--- src/rtl/frac_clock_divider_if.sv ---
// frac_clock_divider_if: run enable, configuration handshake and divided-clock outputs
//   en, cfg_valid, cfg_mode, cfg_value : master -> divider
//   cfg_ready, clk_div, tick           : divider -> master
interface frac_clock_divider_if #(
    parameter int VAL_WIDTH = 32
);
    logic                 en;
    logic                 cfg_valid;
    logic                 cfg_ready;
    logic                 cfg_mode;
    logic [VAL_WIDTH-1:0] cfg_value;
    logic                 clk_div;
    logic                 tick;
    modport master (output en, cfg_valid, cfg_mode, cfg_value, input cfg_ready, clk_div, tick);
    modport slave (input en, cfg_valid, cfg_mode, cfg_value, output cfg_ready, clk_div, tick);
endinterface

--- src/rtl/frac_clock_divider.sv ---
// frac_clock_divider: integer/fractional clock divider with handshake-driven reconfiguration
//   clk, rst : system clock, asynchronous active-high reset
//   bus      : slave side of frac_clock_divider_if (en, cfg_*, clk_div, tick)
module frac_clock_divider #(
    parameter int CLK_FREQ     = 50_000_000,
    parameter int DEFAULT_FREQ = 1_000,
    parameter int DIV_WIDTH    = 32,
    parameter int ACC_WIDTH    = 32
) (
    input logic                 clk,
    input logic                 rst,
    frac_clock_divider_if.slave bus
);
    localparam int          VW      = DIV_WIDTH > ACC_WIDTH ? DIV_WIDTH : ACC_WIDTH;
    localparam logic [63:0] H_RST   = 64'(CLK_FREQ / (2 * DEFAULT_FREQ));
    localparam logic [63:0] INC_RST = (64'(DEFAULT_FREQ) << ACC_WIDTH) / 64'(CLK_FREQ);

    logic                 mode_q, mode_d, pend_q, pend_d, pmode_q, pmode_d;
    logic                 clk_div_q, clk_div_d, tick_q, tick_d;
    logic [DIV_WIDTH-1:0] h_q, h_d, count_q, count_d;
    logic [ACC_WIDTH-1:0] inc_q, inc_d, acc_q, acc_d;
    logic [VW-1:0]        pval_q, pval_d;
    logic [ACC_WIDTH:0]   sum;
    logic                 int_end, bound, apply, xfer;

    always_comb begin
        sum     = {1'b0, acc_q} + {1'b0, inc_q};
        // ">=" rather than "==" makes H = 0 toggle every cycle like H = 1
        int_end = (count_q + DIV_WIDTH'(1)) >= h_q;
        // safe apply point: falling edge of a high phase, or accumulator wrap
        bound   = mode_q ? sum[ACC_WIDTH] : (int_end & clk_div_q);
        xfer    = bus.cfg_valid & ~pend_q;
        // pend_q is only set after the transfer edge, so a same-edge boundary is skipped
        apply   = pend_q & (~bus.en | bound);
        pend_d  = apply ? 1'b0 : (xfer | pend_q);
        pmode_d = xfer ? bus.cfg_mode : pmode_q;
        pval_d  = xfer ? bus.cfg_value : pval_q;
        mode_d  = apply ? pmode_q : mode_q;
        h_d     = apply ? pval_q[DIV_WIDTH-1:0] : h_q;
        inc_d   = apply ? pval_q[ACC_WIDTH-1:0] : inc_q;
        count_d = apply ? '0 : (bus.en & ~mode_q) ? (int_end ? '0 : count_q + DIV_WIDTH'(1)) : count_q;
        acc_d   = apply ? '0 : (bus.en & mode_q) ? sum[ACC_WIDTH-1:0] : acc_q;
        clk_div_d = apply ? 1'b0 : ~bus.en ? clk_div_q : mode_q ? sum[ACC_WIDTH-1] : clk_div_q ^ int_end;
        tick_d  = bus.en & clk_div_d & ~clk_div_q;
    end

    always_ff @(posedge clk or posedge rst) begin
        if (rst) begin
            mode_q    <= 1'b0;
            h_q       <= H_RST[DIV_WIDTH-1:0];
            inc_q     <= INC_RST[ACC_WIDTH-1:0];
            count_q   <= '0;
            acc_q     <= '0;
            clk_div_q <= 1'b0;
            tick_q    <= 1'b0;
            pend_q    <= 1'b0;
            pmode_q   <= 1'b0;
            pval_q    <= '0;
        end else begin
            mode_q    <= mode_d;
            h_q       <= h_d;
            inc_q     <= inc_d;
            count_q   <= count_d;
            acc_q     <= acc_d;
            clk_div_q <= clk_div_d;
            tick_q    <= tick_d;
            pend_q    <= pend_d;
            pmode_q   <= pmode_d;
            pval_q    <= pval_d;
        end
    end

    assign bus.cfg_ready = ~pend_q;
    assign bus.clk_div   = clk_div_q;
    assign bus.tick      = tick_q;
endmodule

--- src/flat_wrapper.sv ---
// flat-port wrapper written by rule: the top's interface ports become plain ports
module frac_clock_divider_flat 
#(
    parameter int CLK_FREQ     = 50_000_000,
    parameter int DEFAULT_FREQ = 1_000,
    parameter int DIV_WIDTH    = 32,
    parameter int ACC_WIDTH    = 32
)
  (clk, rst, bus_en, bus_cfg_valid, bus_cfg_mode, bus_cfg_value, bus_cfg_ready, bus_clk_div, bus_tick);
  frac_clock_divider_if #(.VAL_WIDTH(32)) bus_i ();
  input logic clk;
  input logic rst;
  input wire logic [$bits(bus_i.en)-1:0] bus_en;
  input wire logic [$bits(bus_i.cfg_valid)-1:0] bus_cfg_valid;
  input wire logic [$bits(bus_i.cfg_mode)-1:0] bus_cfg_mode;
  input wire logic [$bits(bus_i.cfg_value)-1:0] bus_cfg_value;
  output wire logic [$bits(bus_i.cfg_ready)-1:0] bus_cfg_ready;
  output wire logic [$bits(bus_i.clk_div)-1:0] bus_clk_div;
  output wire logic [$bits(bus_i.tick)-1:0] bus_tick;
  assign bus_i.en = bus_en;
  assign bus_i.cfg_valid = bus_cfg_valid;
  assign bus_i.cfg_mode = bus_cfg_mode;
  assign bus_i.cfg_value = bus_cfg_value;
  assign bus_cfg_ready = bus_i.cfg_ready;
  assign bus_clk_div = bus_i.clk_div;
  assign bus_tick = bus_i.tick;
  frac_clock_divider #(.CLK_FREQ(CLK_FREQ), .DEFAULT_FREQ(DEFAULT_FREQ), .DIV_WIDTH(DIV_WIDTH), .ACC_WIDTH(ACC_WIDTH)) u_core (.clk(clk), .rst(rst), .bus(bus_i));
endmodule
--- config.mk ---
export PLATFORM = sky130hd
export DESIGN_NAME = frac_clock_divider_flat
export DESIGN_NICKNAME = d
export VERILOG_FILES = /design/src/rtl/frac_clock_divider_if.sv /design/src/rtl/frac_clock_divider.sv /design/src/flat_wrapper.sv
export SDC_FILE = /design/constraint.sdc
export NUM_CORES = 1
export LEC_CHECK = 0
export CAP_MARGIN = 0
export CORE_ASPECT_RATIO = 1.4
export CORE_MARGIN = 4
export CORE_UTILIZATION = 63
export CTS_BUF_LIST = sky130_fd_sc_hd__clkbuf_4
export DETAILED_ROUTE_END_ITERATION = 10
export GPL_ROUTABILITY_DRIVEN = 0
export PLACE_DENSITY = 0.82
export SLEW_MARGIN = 25
export SYNTH_ARGS = -nofsm -noshare
export SYNTH_HDL_FRONTEND = slang
export SYNTH_SLANG_ARGS = --single-unit
--- constraint.sdc ---
create_clock -name clk -period 5.2 [get_ports clk]
set_input_delay 0.78 -clock clk [delete_from_list [all_inputs] [get_ports clk]]
set_output_delay 0.78 -clock clk [all_outputs]
set_load 0.03 [all_outputs]
======== After elaboration in Yosys (flattened, before gate mapping) ========
Index checks and enable logic that the tools add are counted.
word-level totals
  output and inout port bits .............. 3
  input port bits ......................... 37
  flip-flop bits (word level) ............. 165
operators by class
  add/subtract/negate cells ............... 2
  reduce and logical (&&, ||, !) cells .... 2
  mux-type cells .......................... 10
  order comparisons ....................... 1
  bitwise operators ....................... 14
operators with widths
  operator                 number
  $mux W32                 5
  $add A32 B32 Y33         1
  $add A32 B1 Y32 const B  1
  $ge A32 B32 Y1           1
  $and A1 B1 Y1            7
  $mux W1                  5
  $not A1 Y1               4
  $reduce_bool A2 Y1       2
  $or A1 B1 Y1             2
  $xor A1 B1 Y1            1

======== Logic depth before layout (Yosys ltp) ========
  depth in word-level cells ............... 9
  mapped depth ............................ 22
  mapped depth without buffers ............ 19

======== Least setup slack after synthesis ========
OpenSTA, ideal clock, no wires.
  kind .................................... reg-to-reg
  start ................................... register u_core.count_q[0]
  end ..................................... register u_core.mode_q
  arrival time ............................ 4.508 ns
  stages on the path, launching flop included .. 20
  buffers on the path ..................... 2
  clock period less this slack ............ 4.636 ns
  path slack .............................. 0.564 ns
  setup time .............................. 0.128 ns
  required time ........................... 5.072 ns
  cell sequence ........................... dfrtp_1 -> ha_1 -> and3_1 -> nand3_1 -> nor3_2 -> nand4_1 -> nor2_1 -> xor2_1 -> ha_1 -> nand4_1 -> nor4_1 -> o2111ai_1 -> o21a_1 -> clkbuf_1 -> nand2_1 -> ha_1 -> o21ai_0 -> o41ai_2 -> buf_2 -> mux2_1
on the way
  cells in the longest elaborated chain, start to end .. 6
ends and longest elaborated chain
  item                    RTL line                  source
  start, declared         frac_clock_divider.sv:20  logic [DIV_WIDTH-1:0] h_q, h_d, count_q, count_d;
  start signal, assigned  frac_clock_divider.sv:63  count_q <= count_d;
  $add A32 B1 Y32         frac_clock_divider.sv:29  int_end = (count_q + DIV_WIDTH'(1)) >= h_q;
  $ge A32 B32 Y1          frac_clock_divider.sv:29
  $and A1 B1 Y1           frac_clock_divider.sv:31  bound = mode_q ? sum[ACC_WIDTH] : (int_end & clk_div_q);
  $mux W1                 frac_clock_divider.sv:31
  $or A1 B1 Y1            frac_clock_divider.sv:34  apply = pend_q & (~bus.en | bound);
  $and A1 B1 Y1           frac_clock_divider.sv:34
  end signal, assigned    frac_clock_divider.sv:60  mode_q <= mode_d;
  end, declared           frac_clock_divider.sv:18  logic mode_q, mode_d, pend_q, pend_d, pmode_q, pmode_d;
Every way passes these cells.
A chain may end at the register's enable or synchronous reset.

======== Worst setup path in the final report ========
  start ................................... register u_core.count_q[2]
  end ..................................... register u_core.inc_q[19]
on the way
  cells in the longest elaborated chain, start to end .. 6
ends and longest elaborated chain
  item                  RTL line                  source
  $add A32 B1 Y32       frac_clock_divider.sv:29
  $ge A32 B32 Y1        frac_clock_divider.sv:29
  $and A1 B1 Y1         frac_clock_divider.sv:31
  $mux W1               frac_clock_divider.sv:31
  $or A1 B1 Y1          frac_clock_divider.sv:34
  $and A1 B1 Y1         frac_clock_divider.sv:34
  end signal, assigned  frac_clock_divider.sv:51  inc_q <= INC_RST[ACC_WIDTH-1:0];
  end signal, assigned  frac_clock_divider.sv:62  inc_q <= inc_d;
  end, declared         frac_clock_divider.sv:21  logic [ACC_WIDTH-1:0] inc_q, inc_d, acc_q, acc_d;
Every way passes these cells.

==> flow_summary.toml <==
[outcome]
status = "completed"

[drt]
first_pass_iters = 8
wirelength_microns = 20700
num_vias = 7164
drt-initial-drc-count = 410
drc = 0
wire_per_inst_microns = 17.9
detail_route.vias_per_cell = 6.20
antenna_left = 0

[placed_design]
dp_cells = 1120
place_area_sq_um = 9600
numPortBuffers = 39
place_hpwl_microns = 14800

[synthesis]
ys_types = 63
synth_edf_count = 0
netlist_instances = 932
synthArstFlopShare_pct = 100
yosysTopAreaCell = "dfrtp_1"
yosys_warnings = 0
syn-cell-area_sq_um = 9050
ys_seq_elements = 141
synth.most_common_cell = "dfrtp_1"
synth_top_area_share_pct = 35.7
yosysSeqAreaShare_pct = 39.2
post_synth.cell_area_avg_sq_um = 9.71
syn_nets = 1036
synth_area_leaders = "dfrtp_1 36%, ha_1 9.1%, mux2_4 6.3%"
synthFlopType = "dfrtp_1"
synth_common_cells = "129 x dfrtp_1, 93 x a21oi_1, 83 x nand2_1"

[setup_path]
critPathRequiredTime_ns = 5.65
startpoint_type = "flop"
end_kind = "flop"
crit_top_cell = "buf_4"
worstSetupPathType = "flop to flop"
cpPeakStageDelay_ns = 0.51
crit_chain = "nand3_1 > or3_1 > nor4_1 > buf_4 > nand4_1 > xnor2_1 > ha_1 > nand4_1 > nor4_4 > o2111ai_1 > o21a_1 > nand2_1 > ha_1 > o21ai_0 > buf_4 > o41a_4 > buf_4 > mux2_1"
crit_family = "simple AND/OR/NAND/NOR gates"
path_buf_inv = 3
cp_max_fo = 17
worst_path_max_delay_cell = "o41a_4"
cp.arrival_ns = 5.26

[global_routing]
grt_remaining_overflow = 0
antenna_found_initial = 1
gr-usage-all-layers_pct = 26.5
grt_pass1_vias = 6965
grt_max_degree = 106
grt_first_pass_wirelength_microns = 34000

[sta]
clock.fmax_mhz = 208
rsz0062_at_grt = "no"
clock_skew_ns = 0.0191
slew_headroom_pct = 35.2
fin_crit_ns = 4.81
period_share_pct = 92.4
setup_viol = 0
finalMaxSlewViolations = 0
tightestPinTransition_ns = 0.970
fin_tns_setup_ns = 0
hold_viol_final = 0
fin_hold_ws_ns = 0.510

[cts]
cts_max_level = 4
cts_tree = "built"
numCtsBuffers = 17
cts.sinks = 141
clk_transition_reported_paths_ns = 0.11
clockBufferDepth = 2
clkLatencyLatePin_ns = 0.57
clockRootBuffer = "clkbuf_4"
cts.hold.buffers_added = 0

[floorplanning]
core_area_sq_um = 14000
rows = 51
die_w_microns = 109
io_pins = 40
start_util_pct = 64.8
die_area_sq_um = 16400
die_h_microns = 150

[cells_and_area]
syn_to_final_growth_pct = 10.5
fin_area_sq_um = 9990
layout-drive-gt1-share_pct = 14.6
fin_nets = 1061
n_fill_cell = 995
fin_cells = 1156

[flow_run]
cap_viol_max_count = 0

[pwr]
p_leak_nw = 4.63
power_density_nw_per_um2 = 575
peakVddDrop_uv = 266
finalPower_mw = 5.75

[min_path]
hold_path_class = "flop to flop"
[cell families after synthesis]
| logic type | after synthesis | synth area share [%] |
|---|---|---|
| and+or+nand+nor | 289 | 16.0 |
| AOI/OAI and AO/OA | 209 | 14.5 |
| DFF | 141 | 39.2 |
| buffers and inverters | 92 | 4.31 |
| muxes | 80 | 11.4 |
| adders and majority gates | 67 | 9.35 |
| xor gates and xnor gates | 54 | 5.23 |
[registers in the layout, indices dropped and copies added, names as in the netlist, 8 cells and up]
name,flops
u_core.inc_q,32
u_core.h_q,8
u_core.acc_q,32
u_core.pval_q,32
u_core.count_q,32
[layout by cell type (no fill, tap or decap), types with 6 or more instances in the layout]
cell / Yosys / routed
mux2i_1: 6 / 6
inv_1: 42 / 41
and2_1: 7 / 7
a21oi_1: 93 / 92
a31oi_1: 8 / 8
nand4_1: 30 / 30
o2111ai_1: 7 / 7
nand3_1: 31 / 31
nor3_1: 33 / 33
dfstp_2: 12 / 12
mux2_4: 38 / 38
nand2_1: 83 / 83
nor2_1: 47 / 47
ha_1: 66 / 66
buf_4: 0 / 13
dfrtp_1: 129 / 129
xnor2_1: 34 / 34
a211oi_1: 14 / 14
clkbuf_4: 0 / 18
o211ai_1: 7 / 7
a21o_1: 19 / 19
mux2_2: 33 / 33
xor2_1: 20 / 20
nand3b_1: 7 / 7
and3_1: 19 / 19
nor3b_1: 8 / 8
o21ai_0: 24 / 24
o21a_1: 7 / 7
clkdlybuf4s50_1: 0 / 39
[worst paths after layout]
path | start | endpoint | slack (ns) | depth (start not counted)
max | u_core.count_q[2]$_DFFE_PP0P_ | u_core.inc_q[19]$_DFFE_PP0N_ | 0.39 | 18
min | u_core.pval_q[19]$_DFFE_PP0P_ | u_core.inc_q[19]$_DFFE_PP0N_ | 0.51 | 1
max reg2reg | u_core.count_q[2]$_DFFE_PP0P_ | u_core.inc_q[19]$_DFFE_PP0N_ | 0.39 | 18
min reg2reg | u_core.pval_q[19]$_DFFE_PP0P_ | u_core.inc_q[19]$_DFFE_PP0N_ | 0.51 | 1
max in group asynchronous | rst | u_core.count_q[25]$_DFFE_PP0P_ | 3.90 | 3
min in group asynchronous | rst | u_core.pval_q[4]$_DFFE_PP0P_ | 0.53 | 2
[through the flow]
stage	setup slack, ns	util (%)
2_1_floorplan	0.564	-
3_3_place_gp	0.437	68.6
3_5_place_dp	0.250	68.7
4_1_cts	0.206	71.0
5_1_grt	0.00850	71.5
6_report	0.395	71.5
[per-layer routing]
metal  GRT usage [%]  wire length (microns)  share of wire [%]  up-vias
met3            5.05                   1100                5.3       28
met1            35.3                   8850                 43     3509
met4            7.80                    321                1.6        0
met5               0                      0                  0        -
met2            44.0                  10400                 50      184
li1                -                      -                  -     3443
[power by group]
group / internal (mW) / switching [mW] / total [mW]
combinational: 1.42 / 1.62 / 3.04
clock: 0.387 / 0.419 / 0.805
sequential: 1.54 / 0.364 / 1.91
[layout make-up]
cell class,instances,area [sq um],share of cell area [%]
well taps,185,231,2.32
flip-flops and latches,141,3540,35.5
multi-input cells,699,5150,51.6
inverters,42,163,1.63
clock inverters,14,195,1.95
clock buffers,18,135,1.35
repair buffers,56,572,5.72
diodes,1,2.50,0.0250
[what timing repair did]
action,in CTS,in global routing
setup buffers,0,1
gates resized for setup,0,3
setup endpoints to repair,0,107
No activity file was read; power rests on OpenSTA's default activity.
